**src/rtl/geom_recon_seq.sv**
```systemverilog
// Reconstruction sequencer for the LiDAR geometry decompressor.
// Turns a framed stream of signed residuals into absolute points by delta
// prediction against the previously reconstructed point, with per-axis
// saturating addition. Absolute key points bypass prediction.
module geom_recon_seq #(
  parameter int CNT_W     = 20,
  parameter int SAT_CNT_W = 16
) (
  input  logic                 clk,
  input  logic                 rst,
  input  logic                 start,
  input  logic [CNT_W-1:0]     num_points,
  input  logic                 res_valid,
  output logic                 res_ready,
  input  logic [31:0]          res_x,
  input  logic [31:0]          res_y,
  input  logic [31:0]          res_z,
  input  logic                 res_abs,
  output logic                 pt_valid,
  input  logic                 pt_ready,
  output logic [31:0]          pt_x,
  output logic [31:0]          pt_y,
  output logic [31:0]          pt_z,
  output logic                 pt_sat,
  output logic                 pt_last,
  output logic                 busy,
  output logic                 done,
  output logic [SAT_CNT_W-1:0] sat_cnt
);

  typedef enum logic [1:0] {IDLE, RUN, DRAIN} state_t;

  state_t           state, state_nx;
  logic [CNT_W-1:0] n_q;
  logic [CNT_W-1:0] count;
  logic [31:0]      pred_x, pred_y, pred_z;
  logic [32:0]      sum_x, sum_y, sum_z;
  logic [31:0]      nxt_x, nxt_y, nxt_z;
  logic             nxt_sat;
  logic             accept;
  logic             out_hs;
  logic             last_accept;

  // Bit 32 flags a clamp; bits 31:0 carry the clamped 32-bit result.
  function automatic logic [32:0] sat_add(input logic [31:0] a, input logic [31:0] b);
    logic [32:0] s;
    s = {a[31], a} + {b[31], b};
    if (s[32] != s[31])
      sat_add = {1'b1, (s[32] ? 32'h8000_0000 : 32'h7FFF_FFFF)};
    else
      sat_add = {1'b0, s[31:0]};
  endfunction

  // Handshake qualifiers; res_ready depends only on state and the output side.
  always_comb begin
    res_ready   = (state == RUN) && (!pt_valid || pt_ready);
    accept      = res_valid && res_ready;
    out_hs      = pt_valid && pt_ready;
    last_accept = accept && (count == n_q - 1'b1);
    busy        = (state != IDLE);
  end

  // Next reconstructed point: prediction from the last accepted point or absolute.
  always_comb begin
    sum_x   = sat_add(pred_x, res_x);
    sum_y   = sat_add(pred_y, res_y);
    sum_z   = sat_add(pred_z, res_z);
    nxt_x   = res_abs ? res_x : sum_x[31:0];
    nxt_y   = res_abs ? res_y : sum_y[31:0];
    nxt_z   = res_abs ? res_z : sum_z[31:0];
    nxt_sat = !res_abs && (sum_x[32] || sum_y[32] || sum_z[32]);
  end

  // State register.
  always_ff @(posedge clk or posedge rst) begin
    if (rst) state <= IDLE;
    else     state <= state_nx;
  end

  // Next-state logic.
  always_comb begin
    state_nx = state;
    case (state)
      IDLE:    if (start && (num_points != '0)) state_nx = RUN;
      RUN:     if (last_accept)                 state_nx = DRAIN;
      DRAIN:   if (out_hs)                      state_nx = IDLE;
      default: state_nx = IDLE;
    endcase
  end

  // Datapath: frame setup, point register, predictor, counters, done pulse.
  always_ff @(posedge clk or posedge rst) begin
    if (rst) begin
      n_q      <= '0;
      count    <= '0;
      pred_x   <= '0;
      pred_y   <= '0;
      pred_z   <= '0;
      pt_valid <= 1'b0;
      pt_x     <= '0;
      pt_y     <= '0;
      pt_z     <= '0;
      pt_sat   <= 1'b0;
      pt_last  <= 1'b0;
      done     <= 1'b0;
      sat_cnt  <= '0;
    end else begin
      done <= 1'b0;
      case (state)
        IDLE: begin
          if (start) begin
            sat_cnt <= '0;
            if (num_points != '0) begin
              n_q    <= num_points;
              count  <= '0;
              pred_x <= '0;
              pred_y <= '0;
              pred_z <= '0;
            end else begin
              done <= 1'b1;
            end
          end
        end
        RUN: begin
          if (accept) begin
            pt_x     <= nxt_x;
            pt_y     <= nxt_y;
            pt_z     <= nxt_z;
            pt_sat   <= nxt_sat;
            pt_valid <= 1'b1;
            pred_x   <= nxt_x;
            pred_y   <= nxt_y;
            pred_z   <= nxt_z;
            count    <= count + 1'b1;
            if (nxt_sat && (sat_cnt != '1)) sat_cnt <= sat_cnt + 1'b1;
            if (last_accept) pt_last <= 1'b1;
          end else if (out_hs) begin
            pt_valid <= 1'b0;
          end
        end
        DRAIN: begin
          if (out_hs) begin
            pt_valid <= 1'b0;
            pt_last  <= 1'b0;
            done     <= 1'b1;
          end
        end
        default: ;
      endcase
    end
  end

endmodule

```
**config.mk**
```make
export PLATFORM = sky130hd
export DESIGN_NAME = geom_recon_seq
export DESIGN_NICKNAME = d
export VERILOG_FILES = /design/src/rtl/geom_recon_seq.sv
export SDC_FILE = /design/constraint.sdc
export NUM_CORES = 1
export LEC_CHECK = 0
export ABC_AREA = 1
export CELL_PAD_IN_SITES_DETAIL_PLACEMENT = 1
export CELL_PAD_IN_SITES_GLOBAL_PLACEMENT = 2
export CORE_UTILIZATION = 34
export CTS_CLUSTER_SIZE = 8
export DETAILED_ROUTE_END_ITERATION = 8
export PLACE_DENSITY = 0.88
export SKIP_CTS_REPAIR_TIMING = 1
export SLEW_MARGIN = 10
export SYNTH_ARGS = -nofsm -noshare
export SYNTH_HDL_FRONTEND = slang
export SYNTH_SLANG_ARGS = --single-unit
```
**constraint.sdc**
```tcl
create_clock -name clk -period 14.5 [get_ports clk]
set_input_delay 2.175 -clock clk [delete_from_list [all_inputs] [get_ports clk]]
set_output_delay 2.175 -clock clk [all_outputs]
set_load 0.005 [all_outputs]
```
## Word level (Yosys, flattened, before mapping)

Index checks and enable logic that the tools add are counted.

| word-level totals | value |
|---|---|
| logic and storage cells | 97 |
| register bits | 254 |
| bits of input ports | 122 |
| output and inout bits | 118 |

| cells by class | value |
|---|---|
| add/subtract/negate cells | 6 |
| reduce and logical (&&, ||, !) cells | 23 |
| eq/ne operators | 14 |
| multiplexer cells | 40 |

Operator list:

| cell | count |
|---|---|
| 2-to-1 mux 32 bit | 11 |
| case mux 32 bit (2 select lines) | 3 |
| adder 32 x 32 -> 33 bit | 3 |
| 2-to-1 mux 33 bit | 3 |
| 2-to-1 mux 20 bit | 3 |
| 2-to-1 mux 16 bit | 3 |
| case mux 20 bit (2 select lines) | 1 |
| case mux 16 bit (2 select lines) | 1 |
| adder 20 x 1 -> 20 bit, second input constant | 1 |
| == test 20 bit | 1 |
| nonzero test 20 bit | 1 |
| subtractor 20 x 1 -> 20 bit, second input constant | 1 |
| adder 16 x 1 -> 16 bit, second input constant | 1 |
| != test 16 bit, second input constant | 1 |
| != test 2 bit, second input constant | 6 |
| AND reduction 4 bit | 3 |
| 2-to-1 mux 1 bit | 8 |
| logical AND 1 bit | 7 |
| 2-to-1 mux 2 bit | 3 |
| case mux 1 bit (2 select lines) | 3 |
| case mux 2 bit (3 select lines) | 1 |
| AND reduction 3 bit | 2 |
| nonzero test 2 bit | 3 |
| logical OR 1 bit | 3 |
| other kinds (7) | 10 |

## Longest topological paths before layout

| depth | value |
|---|---|
| depth after elaboration | 10 |
| mapped depth | 22 |
| depth with buffers taken out | 21 |

## Worst setup path before layout

Ideal clock, no wire load.

| path | value |
|---|---|
| path type | in2out |
| from | input port pt_ready |
| to | output port res_ready |
| arrival time | 2,372 ps |
| slack | 9,953 ps |
| stages on the path | 2 |
| path through | inv_1 > a21oi_2 |

| on the way | value |
|---|---|
| cells in the longest elaborated chain, start to end | 2 |

Ends and longest elaborated chain:

| what | line | RTL |
|---|---|---|
| start: declaration | 20 | `input logic pt_ready,` |
| logical OR 1 bit | 56 | `res_ready = (state == RUN) && (!pt_valid \|\| pt_ready);` |
| logical AND 1 bit | 56 |  |
| end: declaration | 14 | `output logic res_ready,` |

Every way passes these cells.

## Final worst setup path

| path | value |
|---|---|
| from | input port pt_ready |
| to | register pred_z[0] |

| on the way | value |
|---|---|
| cells in the longest elaborated chain, start to end | 5 |

Ends and longest elaborated chain:

| what | line | RTL |
|---|---|---|
| logical OR 1 bit | 56 |  |
| logical AND 1 bit | 56 |  |
| logical AND 1 bit | 57 | `accept = res_valid && res_ready;` |
| != test 2 bit (no source line) | - |  |
| AND reduction 4 bit (no source line) | - |  |
| end signal: assignment | 133 | `pred_z <= nxt_z;` |
| end: declaration | 36 | `logic [31:0] pred_x, pred_y, pred_z;` |

Every way passes these cells.
A chain may end at the register's enable or synchronous reset.

==> impl_results.html <==
<table>
<tr><th>Metric</th><th>Value</th></tr>
<tr><th colspan="2">Power and ir drop</th></tr>
<tr><td>Total power divided by cell area</td><td>approximately 200 nW/um2</td></tr>
<tr><td>Combinational power share</td><td>roughly 55%</td></tr>
<tr><td>Largest vdd supply drop</td><td>0.1027 mV</td></tr>
<tr><td>Switching power total</td><td>roughly 2000 uW</td></tr>
<tr><td>Internal power of the cells</td><td>2430 uW</td></tr>
<tr><td>Switching portion of total power</td><td>a little under half</td></tr>
<tr><td>P_leak</td><td>around 0.011 uW</td></tr>
<tr><td>Clock share of power</td><td>18.4%</td></tr>
<tr><td>Relative contribution of sequential cells to total power</td><td>26.5%</td></tr>
<tr><th colspan="2">Routing</th></tr>
<tr><td>Overall via count from detail_route</td><td>between 15000 and 20000</td></tr>
<tr><td>Total iterations of the first detailed-routing run</td><td>5</td></tr>
<tr><td>Number of design rule violations left after detail routing</td><td>0</td></tr>
<tr><td>Detailed-route vias per instance</td><td>around 5.2</td></tr>
<tr><td>Number of DRC violations after detailed-routing iteration 0</td><td>roughly 660</td></tr>
<tr><td>Total wire length after detailed routing</td><td>about 63000 um</td></tr>
<tr><td>Number of routed nets with antenna violations</td><td>0</td></tr>
<tr><td>Routed length per placed instance</td><td>around 18 um</td></tr>
<tr><th colspan="2">Outcome</th></tr>
<tr><td>Status</td><td>finished clean</td></tr>
<tr><th colspan="2">Run</th></tr>
<tr><td># Max-Cap Violations</td><td>0</td></tr>
<tr><th colspan="2">Setup path</th></tr>
<tr><td>Crit path kind</td><td>input pin to flip-flop</td></tr>
<tr><td>Kind of start point of the critical path</td><td>input pin</td></tr>
<tr><td>Number of cells traversed by the worst register-to-register path</td><td>12</td></tr>
<tr><td>Worst setup path start</td><td>pt_ready</td></tr>
<tr><td>R2r endpoint</td><td>pred_z[0]</td></tr>
<tr><td>Type of destination of the critical path</td><td>flip-flop</td></tr>
<tr><td>Startpoint of the most critical register-to-register path</td><td>state[1]</td></tr>
<tr><td>CP Data Arrival Time</td><td>between 6 and 7 ns</td></tr>
<tr><td>Top fanout value on the critical path</td><td>between 80 and 90</td></tr>
<tr><td>Critical path required time</td><td>approximately 15 ns</td></tr>
<tr><td>Setup slack of the most critical reg-to-reg path</td><td>approximately 9.3 ns</td></tr>
<tr><th colspan="2">STA</th></tr>
<tr><td>Final hold violation count</td><td>0</td></tr>
<tr><td>F_max</td><td>roughly 160 MHz</td></tr>
<tr><td>Number of slew-limit violations in the final report</td><td>0</td></tr>
<tr><td>Actual slew at the worst max-slew pin</td><td>between 1 and 1.5 ns</td></tr>
<tr><td>Setup repair after global routing missed its margin</td><td>no</td></tr>
<tr><td>Total negative setup slack</td><td>0 ns</td></tr>
<tr><td>Smallest hold slack</td><td>approximately 0.48 ns</td></tr>
<tr><td>Final-report setup violation count</td><td>0</td></tr>
<tr><td>Fin crit share</td><td>a little over two fifths</td></tr>
<tr><td>Worst relative slew slack</td><td>21.31%</td></tr>
<tr><td>Worst Clk Skew</td><td>0.01896 ns</td></tr>
<tr><td>Final min period</td><td>between 6 and 7 ns</td></tr>
<tr><th colspan="2">Clock network</th></tr>
<tr><td>Clock edge transition at the registers on the reported setup and hold paths</td><td>about 0.050 ns</td></tr>
<tr><td>Total number of clock tree sinks</td><td>roughly 250</td></tr>
<tr><td>Inserted Clock Buffers</td><td>38</td></tr>
<tr><td>Clock insertion delay at the later pin of the skew report</td><td>approximately 0.55 ns</td></tr>
<tr><td>Max clock buf depth</td><td>3</td></tr>
<tr><td>Root buffer cell</td><td>sky130_fd_sc_hd__clkbuf_16</td></tr>
<tr><td>TritonCTS clock tree</td><td>done</td></tr>
<tr><td>H-Tree Depth</td><td>2</td></tr>
<tr><th colspan="2">Place</th></tr>
<tr><td>Detail Placement HPWL</td><td>46880 um</td></tr>
<tr><td>Routability cong.</td><td>0.8797</td></tr>
<tr><td>I/O Buffers</td><td>approximately 240</td></tr>
<tr><th colspan="2">Hold path</th></tr>
<tr><td>Worst Hold Depth</td><td>2</td></tr>
<tr><td>Type of the tightest min-delay check</td><td>flip-flop to flip-flop</td></tr>
<tr><td>Start point of the worst min-delay path</td><td>pt_last</td></tr>
<tr><td>End of the worst hold path</td><td>pt_last</td></tr>
<tr><th colspan="2">Floorplanning</th></tr>
<tr><td>Die Y</td><td>roughly 230 um</td></tr>
<tr><td>Number of placement rows</td><td>slightly above 80</td></tr>
<tr><td>Starting density of the core</td><td>34.74%</td></tr>
<tr><td>Die Footprint</td><td>53760 um2</td></tr>
<tr><td>I/O pin count</td><td>240</td></tr>
<tr><td>Die boundary width</td><td>231.9 um</td></tr>
<tr><td>Floorplan core area</td><td>roughly 52000 um2</td></tr>
<tr><th colspan="2">Synth</th></tr>
<tr><td>Sequential area share after synthesis</td><td>a little over a third</td></tr>
<tr><td>Mapped cell area</td><td>approximately 18000 um2</td></tr>
<tr><td>Net Count, Synth</td><td>roughly 2800</td></tr>
<tr><td>Gate count of the mapped netlist</td><td>between 2000 and 3000</td></tr>
<tr><td>Fraction of post-synthesis cell area in the top cell type by area</td><td>between 30% and 40%</td></tr>
<tr><td>Avg Synthesized Cell Area</td><td>just over 7 um2</td></tr>
<tr><td>Proportion of register bits with asynchronous set or reset after synthesis</td><td>100.0%</td></tr>
<tr><td>Synth Flop Type</td><td>sky130_fd_sc_hd__dfrtp_1</td></tr>
<tr><td>Cell type with the highest aggregate area in the netlist</td><td>sky130_fd_sc_hd__dfrtp_1</td></tr>
<tr><td>Count of synthesis-stage warnings from yosys</td><td>0</td></tr>
<tr><td>Library cells used by synthesis</td><td>56</td></tr>
<tr><td>Count of flip-flops with a built-in enable after synthesis</td><td>0</td></tr>
<tr><td>#FFs+latches synth</td><td>between 200 and 300</td></tr>
<tr><td>Largest cells by area after synthesis</td><td>sky130_fd_sc_hd__dfrtp_1 35%, sky130_fd_sc_hd__nand2_1 17%, sky130_fd_sc_hd__ha_1 7.1%, sky130_fd_sc_hd__o21ai_0 5.4%, sky130_fd_sc_hd__inv_1 4.8%</td></tr>
<tr><th colspan="2">Finish</th></tr>
<tr><td>Total area of sequential cells</td><td>roughly 6400 um2</td></tr>
<tr><td>Area added between synthesis and finish</td><td>22.48%</td></tr>
<tr><td>Fill count</td><td>6500</td></tr>
<tr><td>Area taken by multi-input logic gates</td><td>10350 um2</td></tr>
<tr><td>Fin nets</td><td>~3000</td></tr>
<tr><td>Share of cells above drive strength 1</td><td>5.025%</td></tr>
<tr><td>Final core utilization</td><td>approximately 43%</td></tr>
<tr><th colspan="2">Global route</th></tr>
<tr><td>Aggregate global-route resource usage</td><td>a little under a quarter</td></tr>
<tr><td>Number of antenna violations at the first check in global routing</td><td>8</td></tr>
<tr><td>Maximum number of pins on one net before global-route repair</td><td>139</td></tr>
<tr><td>Global-route wire length before repair</td><td>just over 100000 um</td></tr>
<tr><td>GRT Residual Overflow</td><td>0</td></tr>
<tr><td>Vias in the first global route</td><td>roughly 19000</td></tr>
</table>
## stage by stage
| step | cells | power (uW) | setup slack, ns | area [um2] |
|---|---|---|---|---|
| CTS | 3446 | 4530 | 8.318 | 21990 |
| global route | 3449 | 4876 | 7.897 | 22000 |
| detailed placement | 3400 | 3659 | 7.753 | 20950 |
| floorplan | 2550 | 2771 | 5.340 | 17960 |
| finish | 3449 | 4476 | 8.332 | 22000 |
| global placement | 3400 | 3583 | 7.924 | 20950 |
## registers in the layout, indices dropped and copies added, names as in the netlist
signal / flops
pred_y: 32
sat_cnt: 16
pt_x: 32
pt_z: 32
pt_y: 32
pt_valid: 1
count: 20
pred_x: 32
pred_z: 32
pt_sat: 1
n_q: 20
state: 2
done: 1
pt_last: 1
## synth_stat cells (5+ instances only)
cell / count
sky130_fd_sc_hd__inv_1: 228
sky130_fd_sc_hd__nor2_1: 183
sky130_fd_sc_hd__o31ai_1: 6
sky130_fd_sc_hd__buf_2: 11
sky130_fd_sc_hd__a31oi_1: 8
sky130_fd_sc_hd__nand3_1: 111
sky130_fd_sc_hd__nor3_1: 35
sky130_fd_sc_hd__o22ai_1: 5
sky130_fd_sc_hd__nand4_1: 17
sky130_fd_sc_hd__a211oi_1: 7
sky130_fd_sc_hd__nand2_1: 806
sky130_fd_sc_hd__xnor2_1: 46
sky130_fd_sc_hd__dfrtp_1: 254
sky130_fd_sc_hd__xor2_1: 58
sky130_fd_sc_hd__nor2_2: 9
sky130_fd_sc_hd__nor4_1: 8
sky130_fd_sc_hd__ha_1: 102
sky130_fd_sc_hd__o211ai_1: 7
sky130_fd_sc_hd__o21ai_0: 195
sky130_fd_sc_hd__clkbuf_1: 50
sky130_fd_sc_hd__a22o_1: 22
sky130_fd_sc_hd__a21oi_1: 127
sky130_fd_sc_hd__and2_1: 6
sky130_fd_sc_hd__buf_6: 6
sky130_fd_sc_hd__o21bai_1: 18
sky130_fd_sc_hd__inv_2: 12
sky130_fd_sc_hd__o21ai_1: 115
sky130_fd_sc_hd__buf_1: 5
sky130_fd_sc_hd__or2_2: 14
sky130_fd_sc_hd__nand2_2: 22
## worst max-delay path: stages
cell and delay [ns]:
sky130_fd_sc_hd__clkdlybuf4s50_1 0.49, sky130_fd_sc_hd__inv_1 0.08, sky130_fd_sc_hd__a21oi_2 0.28, sky130_fd_sc_hd__nand2_8 0.38, sky130_fd_sc_hd__a22oi_4 0.66, sky130_fd_sc_hd__nand2_4 0.60
sky130_fd_sc_hd__nor2_4 1.13, sky130_fd_sc_hd__inv_2 0.02, sky130_fd_sc_hd__buf_4 0.35, sky130_fd_sc_hd__o21ai_0 0.27
## cells by family (layout without fill, tap and decap cells)
group,count (synthesis),after routing,share of synthesized area [%]
and+or+nand+nor,1234,1234,28.56
xor gates and xnor gates,104,104,5.070
AOI/OAI and AO/OA,532,532,16.40
other,0,3,0
DFF,254,254,35.38
adders and majority gates,105,105,7.438
buffers and inverters,321,537,7.146
## how the worst max path moves through the flow
stage | cells past startpoint | to
5_1_grt | 10 | pred_z[0]
6_report | 10 | pred_z[0]
3_3_place_gp | 10 | pred_z[11]
4_1_cts | 10 | pred_z[31]
2_1_floorplan | 1 | count[0]
3_5_place_dp | 10 | pred_x[30]
## final cells by class
cell class | count | share of cell area [%]
Antenna cell | 3 | 0.03412
Clock buffer | 45 | 4.720
Clock inverter | 1 | 0.03981
Inverter | 243 | 4.191
Multi-Input combinational cell | 1975 | 47.05
Sequential cell | 254 | 28.89
Tap cell | 680 | 3.867
Timing Repair Buffer | 248 | 11.21
## layer usage
| metal | up-vias | track usage (%) | part of all wire, % |
|---|---|---|---|
| li1 | 8745 | - | - |
| met1 | 8688 | 28.98 | 44 |
| met2 | 287 | 41.27 | 49 |
| met3 | 108 | 4.261 | 4.3 |
| met4 | 10 | 8.244 | 3.0 |
| met5 | - | 0 | 0.11 |
## placed cells by master (no fill, tap or decap), drive strengths merged, types with 2 or more instances in the layout
master and count:
o21ai 310, fa 3, ha 102, nand2 831, diode 3, a21oi 131, buf 10, o211ai 7
a211oi 7, a22o 22, inv 243, a21o 4, nor3 38, a31o 3, nor2 196, clkbuf 45
nand4 17, and2 6, o21bai 18, nor4 9, xnor2 46, o22ai 5, nor3b 5, o21a 3
dfrtp 254, and3 2, or2 17, clkdlybuf4s50 238, o31ai 6, o221a 2, nand3 112, xor2 58
a31oi 8
## power groups by stage
stage	Clock, uW	Combinational (uW)	Sequential [uW]
floorplan	0	1620	1150
CTS	852	2490	1190
global route	873	2780	1220
detailed placement	0	2470	1190
finish	825	2460	1190
global placement	0	2400	1180
Power figures use the tool's default switching activity.
